--- src/rtl/dac_sched_pkg.sv ---
// dac_sched_pkg: shared state encoding, level width and default idle code for dac_sample_scheduler
package dac_sched_pkg;
  typedef logic [1:0] state_t;
  localparam state_t IDLE = 2'd0;
  localparam state_t PRIME = 2'd1;
  localparam state_t RUN = 2'd2;
  localparam int DEF_DEPTH = 16;
  localparam int LVL_W = $clog2(DEF_DEPTH) + 1;
  localparam logic [7:0] DEF_IDLE_CODE = 8'h80;
endpackage

--- src/rtl/dac_sample_fifo.sv ---
// dac_sample_fifo: synchronous sample FIFO with push/pop, full/empty and occupancy level
module dac_sample_fifo #(
  parameter int DATA_W = 8,
  parameter int DEPTH = 16
) (
  input  logic                     clk,
  input  logic                     rst,
  input  logic                     push,
  input  logic                     pop,
  input  logic [DATA_W-1:0]        din,
  output logic [DATA_W-1:0]        dout,
  output logic                     full,
  output logic                     empty,
  output logic [$clog2(DEPTH):0]   level
);
  localparam int AW = $clog2(DEPTH);
  localparam int LW = AW + 1;
  logic [DATA_W-1:0] mem [DEPTH];
  logic [AW-1:0] wp, rp;
  assign full = level == LW'(DEPTH);
  assign empty = level == '0;
  assign dout = mem[rp];
  always_ff @(posedge clk)
    if (push) mem[wp] <= din;
  always_ff @(posedge clk) begin
    if (rst) begin
      wp <= '0;
      rp <= '0;
      level <= '0;
    end else begin
      wp <= push ? wp + AW'(1) : wp;
      rp <= pop ? rp + AW'(1) : rp;
      level <= level + LW'(push) - LW'(pop);
    end
  end
endmodule

--- src/rtl/dac_sample_scheduler.sv ---
// dac_sample_scheduler: paces FIFO-buffered samples to dac_out at a programmable rate; DAC_UFLOW_CNT_EN adds uflow_cnt
module dac_sample_scheduler
  import dac_sched_pkg::*;
#(
  parameter int DATA_W = 8,
  parameter int DEPTH = 16,
  parameter int DIV_W = 16,
  parameter int DEFAULT_DIV = 32,
  parameter int PRIME_LEVEL = 4,
  parameter logic [DATA_W-1:0] IDLE_CODE = DEF_IDLE_CODE
) (
  input  logic                     main_clk,
  input  logic                     core_reset,
  input  logic                     enable,
  input  logic                     wr_valid,
  input  logic [DATA_W-1:0]        wr_data,
  output logic                     wr_ready,
  input  logic                     cfg_we,
  input  logic [DIV_W-1:0]         cfg_div,
  output logic [DATA_W-1:0]        dac_out,
  output logic                     sample_strobe,
  output logic                     underflow,
  output logic [$clog2(DEPTH):0]   fifo_level
`ifdef DAC_UFLOW_CNT_EN
  ,
  output logic [15:0]              uflow_cnt
`endif
);
  localparam int LW = $clog2(DEPTH) + 1;
  state_t state, nxt;
  logic [DIV_W-1:0] div_active, div_shadow, cnt;
  logic [DATA_W-1:0] head;
  logic full, empty, push, tick, pop, uflow;
  assign wr_ready = !full && !core_reset;
  assign push = wr_valid && wr_ready;
  assign tick = state == RUN && cnt == div_active;
  assign pop = tick && enable && !empty;
  assign uflow = tick && enable && empty;
  dac_sample_fifo #(.DATA_W(DATA_W), .DEPTH(DEPTH)) u_fifo (
    .clk(main_clk), .rst(core_reset), .push(push), .pop(pop), .din(wr_data),
    .dout(head), .full(full), .empty(empty), .level(fifo_level)
  );
  always_comb
    nxt = !enable ? IDLE :
          state == IDLE ? PRIME :
          state == PRIME ? (fifo_level >= LW'(PRIME_LEVEL) ? RUN : PRIME) :
          uflow ? PRIME : RUN;
  always_ff @(posedge main_clk) begin
    if (core_reset) begin
      state <= IDLE;
      div_active <= DIV_W'(DEFAULT_DIV);
      div_shadow <= DIV_W'(DEFAULT_DIV);
      cnt <= '0;
      dac_out <= IDLE_CODE;
      sample_strobe <= 1'b0;
      underflow <= 1'b0;
    end else begin
      state <= nxt;
      sample_strobe <= pop;
      underflow <= uflow;
      div_shadow <= cfg_we ? cfg_div : div_shadow;
      // outside RUN a new divider takes effect at once; in RUN only at a period boundary
      div_active <= state != RUN ? (cfg_we ? cfg_div : div_shadow) : tick ? div_shadow : div_active;
      cnt <= (state != RUN || tick) ? '0 : cnt + DIV_W'(1);
      if (pop) dac_out <= head;
      else if (nxt == IDLE) dac_out <= IDLE_CODE;
    end
  end
`ifdef DAC_UFLOW_CNT_EN
  always_ff @(posedge main_clk) begin
    if (core_reset) uflow_cnt <= '0;
    else if (uflow && uflow_cnt != 16'hFFFF) uflow_cnt <= uflow_cnt + 16'd1;
  end
`endif
endmodule
--- config.mk ---
export PLATFORM = sky130hd
export DESIGN_NAME = dac_sample_scheduler
export DESIGN_NICKNAME = d
export VERILOG_FILES = /design/src/rtl/dac_sched_pkg.sv /design/src/rtl/dac_sample_fifo.sv /design/src/rtl/dac_sample_scheduler.sv
export SDC_FILE = /design/constraint.sdc
export NUM_CORES = 1
export LEC_CHECK = 0
export CORE_MARGIN = 1
export CORE_UTILIZATION = 45
export CTS_BUF_LIST = sky130_fd_sc_hd__clkbuf_2
export CTS_CLUSTER_SIZE = 30
export DETAILED_ROUTE_END_ITERATION = 16
export PLACE_DENSITY = 0.74
export SYNTH_ARGS = -nofsm -noshare
export SYNTH_HDL_FRONTEND = slang
export SYNTH_SLANG_ARGS = --single-unit
--- constraint.sdc ---
create_clock -name main_clk -period 4.3 [get_ports main_clk]
set_input_delay 0.86 -clock main_clk [delete_from_list [all_inputs] [get_ports main_clk]]
set_output_delay 0.86 -clock main_clk [all_outputs]
set_load 0.02 [all_outputs]
Yosys cells after proc, flatten, opt, wreduce, memory -nomap -nowiden --
Memories as Yosys holds them, arrays and structs flattened. A register that Yosys moved wholly into a read port is not among the register bits. Cells that the tools add are included.
Storage, ports and cells: bits in registers 73, latch bits 0, RAM bits 128, ROM bits 0, bits of input ports 29, output and inout port bits 16, word-level logic and storage cells 52, memories kept 1
Memory list:
- u_fifo.mem | depth 16, bits a word 8, read ports 1, clocked after memory_dff 1, wr ports 1, line dac_sample_fifo.sv:18 | logic [DATA_W-1:0] mem [DEPTH];
Cells by class: $add $sub $neg 5, multipliers 0, div/mod/pow operators 0, order comparisons 1, eq/ne operators 5, shift-type cells 0, muxes and demuxes 14, bitwise gates (word level) 0, reduce and logical (&&, ||, !) cells 16
Operator list (count):
- $mux W16 | 3
- $add A16 B1 Y16 const B | 1
- $eq A16 B16 Y1 | 1
- $mux W8 | 2
- $mux W2 | 5
- $add A4 B1 Y4 const B | 2
- $mux W4 | 2
- $logic_and A1 B1 Y1 | 6
- $add A5 B1 Y5 | 1
- $eq A5 B5 Y1 const B | 1
- $ge A5 B3 Y1 const B | 1
- $logic_not A5 Y1 | 1
- $sub A5 B1 Y5 | 1
- $logic_not A2 Y1 | 2
- $reduce_bool A2 Y1 | 2
- $logic_not A1 Y1 | 3
- $eq A2 B1 Y1 const B | 1
- $eq A2 B2 Y1 const B | 1
- $mux W1 | 2
- $ne A2 B2 Y1 const B | 1
- $reduce_or A2 Y1 | 1
- $logic_or A1 B1 Y1 | 1

Logic depth before layout (Yosys ltp) --
word-level depth 11, gate-level depth with buffers 17

By module --
Synthesis repeated with hierarchy kept, for this count alone.
Second synthesis, totals: cells, all modules 557, area, all modules 8365.5 µm²
By module, submodules not included:
- dac_sample_fifo | instances 1, cells an instance 297, area each 5779.3 µm², sequential area each 4184.0 µm²
- dac_sample_scheduler | instances 1, cells an instance 260, area each 2586.2 µm², sequential area each 1201.2 µm²

Worst setup path after synthesis --
No wires, ideal clock.
path type reg2reg, start point register cnt[5], end point register u_fifo.level[4], library setup time 0.132 ns, arrival time 2.840 ns, slack 1.328 ns, stages on the path, launching flop included 18, clock period less this slack 2.972 ns, path through dfxtp_1 xor2_1 nor4_2 and4_2 buf_2 buf_2 nand2_1 nor2_1 ha_1 inv_1 ha_1 inv_1 fa_1 inv_1 a21oi_1 nor2_1 or3_1 a21oi_1
Between the ends: longest elaborated chain between the ends 5
RTL lines:
- start, declared | line dac_sample_scheduler.sv:31 | logic [DIV_W-1:0] div_active, div_shadow, cnt;
- start signal, assigned | line dac_sample_scheduler.sv:64 | cnt <= (state != RUN || tick) ? '0 : cnt + DIV_W'(1);
- $eq A16 B16 Y1 | line dac_sample_scheduler.sv:36 | assign tick = state == RUN && cnt == div_active;
- $logic_and A1 B1 Y1 | line dac_sample_scheduler.sv:36
- $logic_and A1 B1 Y1 (2 in a row) | line dac_sample_scheduler.sv:37 | assign pop = tick && enable && !empty;
- named net pop | line dac_sample_scheduler.sv:33 | logic full, empty, push, tick, pop, uflow;
- $sub A5 B1 Y5 | line dac_sample_fifo.sv:33 | level <= level + LW'(push) - LW'(pop);
- end signal, assigned | line dac_sample_fifo.sv:33
- end, declared | line dac_sample_fifo.sv:14 | output logic [$clog2(DEPTH):0] level
The timed path passes the listed nets, and every way through them passes these cells. A chain may end at the register's enable or synchronous reset.

Final worst setup path --
start point register state[0], end point register u_fifo.level[4]
Between the ends: longest elaborated chain between the ends 5
RTL lines:
- start, declared | line dac_sample_scheduler.sv:30 | state_t state, nxt;
- start signal, assigned | line dac_sample_scheduler.sv:58 | state <= nxt;
- $eq A2 B2 Y1 | line dac_sample_scheduler.sv:36
- $logic_and A1 B1 Y1 | line dac_sample_scheduler.sv:36
- $logic_and A1 B1 Y1 (2 in a row) | line dac_sample_scheduler.sv:37
- named net pop | line dac_sample_scheduler.sv:33
- $sub A5 B1 Y5 | line dac_sample_fifo.sv:33
The timed path passes the listed nets, and every way through them passes these cells.

==> results.txt <==
----------------------------------------------------
[Power and ir drop]
  Leakage ... 0.00322 uW
  Power density over cell area ... ~390 mW/mm2
  Largest vdd supply drop ... 0.272 mV

[STA]
  Worst slew pin tran ... between 0.9 and 1 ns
  Final Hold Slack ... 0.495 ns
  Endpoints failing setup ... 0
  Fin Setup TNS ... 0 ns
  Clk_skew ... 0.0866 ns
  Fmax ... 0.301 GHz
  RSZ-0062 raised after global routing ... no
  Fraction of the cycle the final worst path needs ... 77.2%
  Final critical path time including I/O delays and setup ... 3.32 ns
  Max transition margin ... 34.1%
  Number of hold-slack violations in the final timing report ... 0
  Worst setup margin ... 0.979 ns
  Count of pins over their slew limit ... 0

[Detailed routing]
  Pre-antenna DRT Iters ... 5
  Number of vias after detailed routing ... 4894
  Final routed wirelength across all metal layers ... around 17000 um
  Average wire per standard cell ... 18.6 um
  DRC violation total after the first TritonRoute iteration ... around 370
  Antenna-violating nets left ... 0
  DRC violation count after routing ... 0
  Detailed-route vias per instance ... 5.37

[CTS]
  Post-CTS Hold Fix Bufs ... 0
  Worst-skew pair later-pin latency ... 0.83 ns
  Clock input transition at the sequential cells of the worst setup and hold paths ... around 0.11 ns
  Maximum level of the CTS H-tree ... 2
  Clock tree from TritonCTS ... yes
  Clock buffer depth ... 3
  Clock tree root driver cell ... sky130_fd_sc_hd__clkbuf_2
  Total CTS buffers ... 49
  Buffer count from post-CTS setup fixing ... 0
  Clock net sink count ... about 210
  Cells resized by post-CTS repair ... 0

[Layout]
  Nets ... 687
  Fill cell instance count of the final layout ... 1505
  Post-Route Utilization ... 52.1%
  Final Cell Area ... approximately 0.0094 mm2
  Fraction of final layout cells sized beyond drive strength 1 ... 18.6%
  Ant. Diodes ... 0
  Layout overhead on the synthesized area ... 13.3%

[GRT]
  Vias in the first global route ... around 5100
  Total congestion overflow ... 0
  First-pass GRT wire length ... 26200 um
  Global-route usage over all layers ... around a fifth
  Antenna violations before repair ... 0
  Maximum number of pins on one net before global-route repair ... 34

[Worst hold path]
  Min-delay worst type ... flip-flop to flip-flop
  Hold path startpoint ... dac_out[4]

[Floorplanning]
  Initial cell density of the core ... 46.0%
  Full die area ... 0.0189 mm2
  Area inside the core boundary ... 0.0180 mm2
  Number of top-level pins ... 45
  Die width ... 137 um
  Die Y-Extent ... between 100 and 150 um
  Row Count ... 49

[Setup path]
  Reg2Reg Launch Point ... state[0]
  Critical Path Source ... state[0]
  Kind of critical path ... flip-flop to flip-flop
  Setup crit end kind ... flip-flop
  Worst path arrival time ... 3.97 ns
  Slowest library cell on the worst path ... sky130_fd_sc_hd__a21oi_1
  Startpoint class of the critical path ... flip-flop
  Required time at the worst-slack endpoint ... about 5 ns
  Number of buffer and inverter instances along the worst setup path ... 3
  Cell-by-cell listing of the critical path ... nand2b_1 -> a21oi_1 -> nand2_1 -> nor2_1 -> ha_1 -> inv_1 -> ha_1 -> inv_1 -> fa_1 -> inv_1 -> a21oi_1 -> nor2_1 -> or3_1 -> a21oi_1
  Family with the most delay on the worst path ... simple AND/OR/NAND/NOR gates
  Largest stage delay, worst path ... approximately 0.73 ns
  Largest fanout of any net on the critical path ... 17

[Yosys]
  Warning count from the yosys run ... 0
  Fraction of the yosys area taken by sequential cells ... 65.2%
  Number of enable-type register cells in the synthesized netlist ... 128
  Cell area after synthesis ... 0.00826 mm2
  Synthesized net count ... ~610
  Top flip-flop cell by instance count after synthesis ... sky130_fd_sc_hd__edfxtp_1
  Share of async-settable or async-resettable flops after synthesis ... 0%
  Post-Synthesis Cells ... 569
  Post-synthesis register bit count ... 205
  Count of unique library cells instantiated by Yosys ... 45
  Per-instance average area after synthesis ... 14.5 um2

[Placement]
  Pre-CTS worst setup slack ... 0.883 ns
  Number of buffers added on ports ... 44
  Placed wire-length estimate after detailed placement ... 11200 um
  Final estimated routing congestion in global placement ... 0.796
  Cell area after placement ... 0.00893 mm2

[Status]
  Result of the run ... completed

[Job]
  Number of maximum-capacitance violations ... 0

----------------------------------------------------
## sequential cells by signal, summed over array words and instances (netlist names), named ones only
signal and count:
div_active 16, state 2, cnt 16, sample_strobe 1, u_fifo.rp 4, underflow 1
u_fifo.wp 4, dac_out 8, u_fifo.level 5, u_fifo.mem 128, div_shadow 16
## where the power goes
part	internal [uW]	switching, uW	leakage, uW
logic	137	176	0.00110
registers	2130	34.9	0.00178
clock network	459	750	0.000338
## worst reg2reg max path: cells and delay by family, from the launching register on
kind            cells  cell delay [ns]
compound gates      3             0.86
buf+inv             3             0.17
flops               1             0.34
simple gates        5             1.04
fa+ha+maj           3             0.77
## path summary, 6_finish.rpt
| kind | endpoint | slack [ns] | cells after the start |
|---|---|---|---|
| min reg2reg | dac_out[4] | 0.49 | 2 |
| max | u_fifo.level[4] | 0.98 | 14 |
| max reg2reg | u_fifo.level[4] | 0.98 | 14 |
| min | dac_out[4] | 0.49 | 2 |
## logic make-up after synthesis
family / share of synthesized area (%)
DFF: 65.2
and+or+nand+nor: 8.36
muxes: 13.0
AOI/OAI and AO/OA: 5.44
buffers and inverters: 2.09
xor gates and xnor gates: 3.71
adders and majority gates: 2.21
## cell type report
cell class / instances / area (um2) / area share [%]
Clock buffer: 73 / 365 / 3.90
Clock inverter: 16 / 71.3 / 0.762
Inverter: 15 / 56.3 / 0.601
Multi-Input combinational cell: 322 / 2700 / 28.9
Sequential cell: 205 / 5390 / 57.5
Tap cell: 229 / 287 / 3.06
Timing Repair Buffer: 51 / 493 / 5.26
## per-layer routing
layer  up-vias  wire, um  GRT usage [%]
li1       2318         -              -
met4         0       442           7.94
met5         -         0              0
met1      2407      7000           22.5
met3        39       916           4.78
met2       130      8630           32.3
## cells in the mapped netlist (all sizes together) (3+ instances only)
master     n  area (um2)
ha        13         163
mux2       3        33.8
xor2      26         228
nor2b      7        43.8
o31ai      3        22.5
edfxtp   128        3840
xnor2      9        78.8
clkbuf    14        52.6
o2bb2ai   14         123
nand4      5        37.5
and3       4        25.0
nor3      10        50.1
mux2i     32         320
nor2      60         225
nand3     16        80.1
a21oi     17        85.1
inv       15        56.3
nor4       5        65.1
dfxtp     77        1540
nand2b     5        31.3
nand2     23        86.3
buf       13        63.8
mux4      32         721
a22oi     14         105
o21ai      9        45.0
## cell usage in the layout (no fill, tap or decap), drive strengths merged, types with 2 or more instances in the layout
| cell | netlist | final |
|---|---|---|
| nand2b | 5 | 5 |
| o2bb2ai | 14 | 14 |
| nor3 | 10 | 10 |
| nor2 | 60 | 60 |
| and4 | 2 | 2 |
| nand3 | 16 | 16 |
| nor2b | 7 | 7 |
| clkbuf | 14 | 73 |
| a22oi | 14 | 14 |
| mux2 | 3 | 3 |
| nand4 | 5 | 5 |
| clkdlybuf4s50 | 0 | 44 |
| xor2 | 26 | 26 |
| xnor2 | 9 | 9 |
| nor4 | 5 | 5 |
| mux4 | 32 | 32 |
| o31ai | 3 | 3 |
| ha | 13 | 13 |
| nand2 | 23 | 23 |
| dfxtp | 77 | 77 |
| a21oi | 17 | 17 |
| inv | 15 | 16 |
| o21ai | 9 | 9 |
| mux2i | 32 | 32 |
| and3 | 4 | 4 |
| or4 | 2 | 2 |
| buf | 13 | 7 |
| clkinv | 0 | 15 |
| edfxtp | 128 | 128 |
## per-stage QoR
stage	total power [uW]	cells
after floorplan	2400	569
after global placement	2520	822
after detailed placement	2530	822
after CTS	3730	911
after global routing	3860	911
final	3690	911
(Power assumes the default switching activity.)
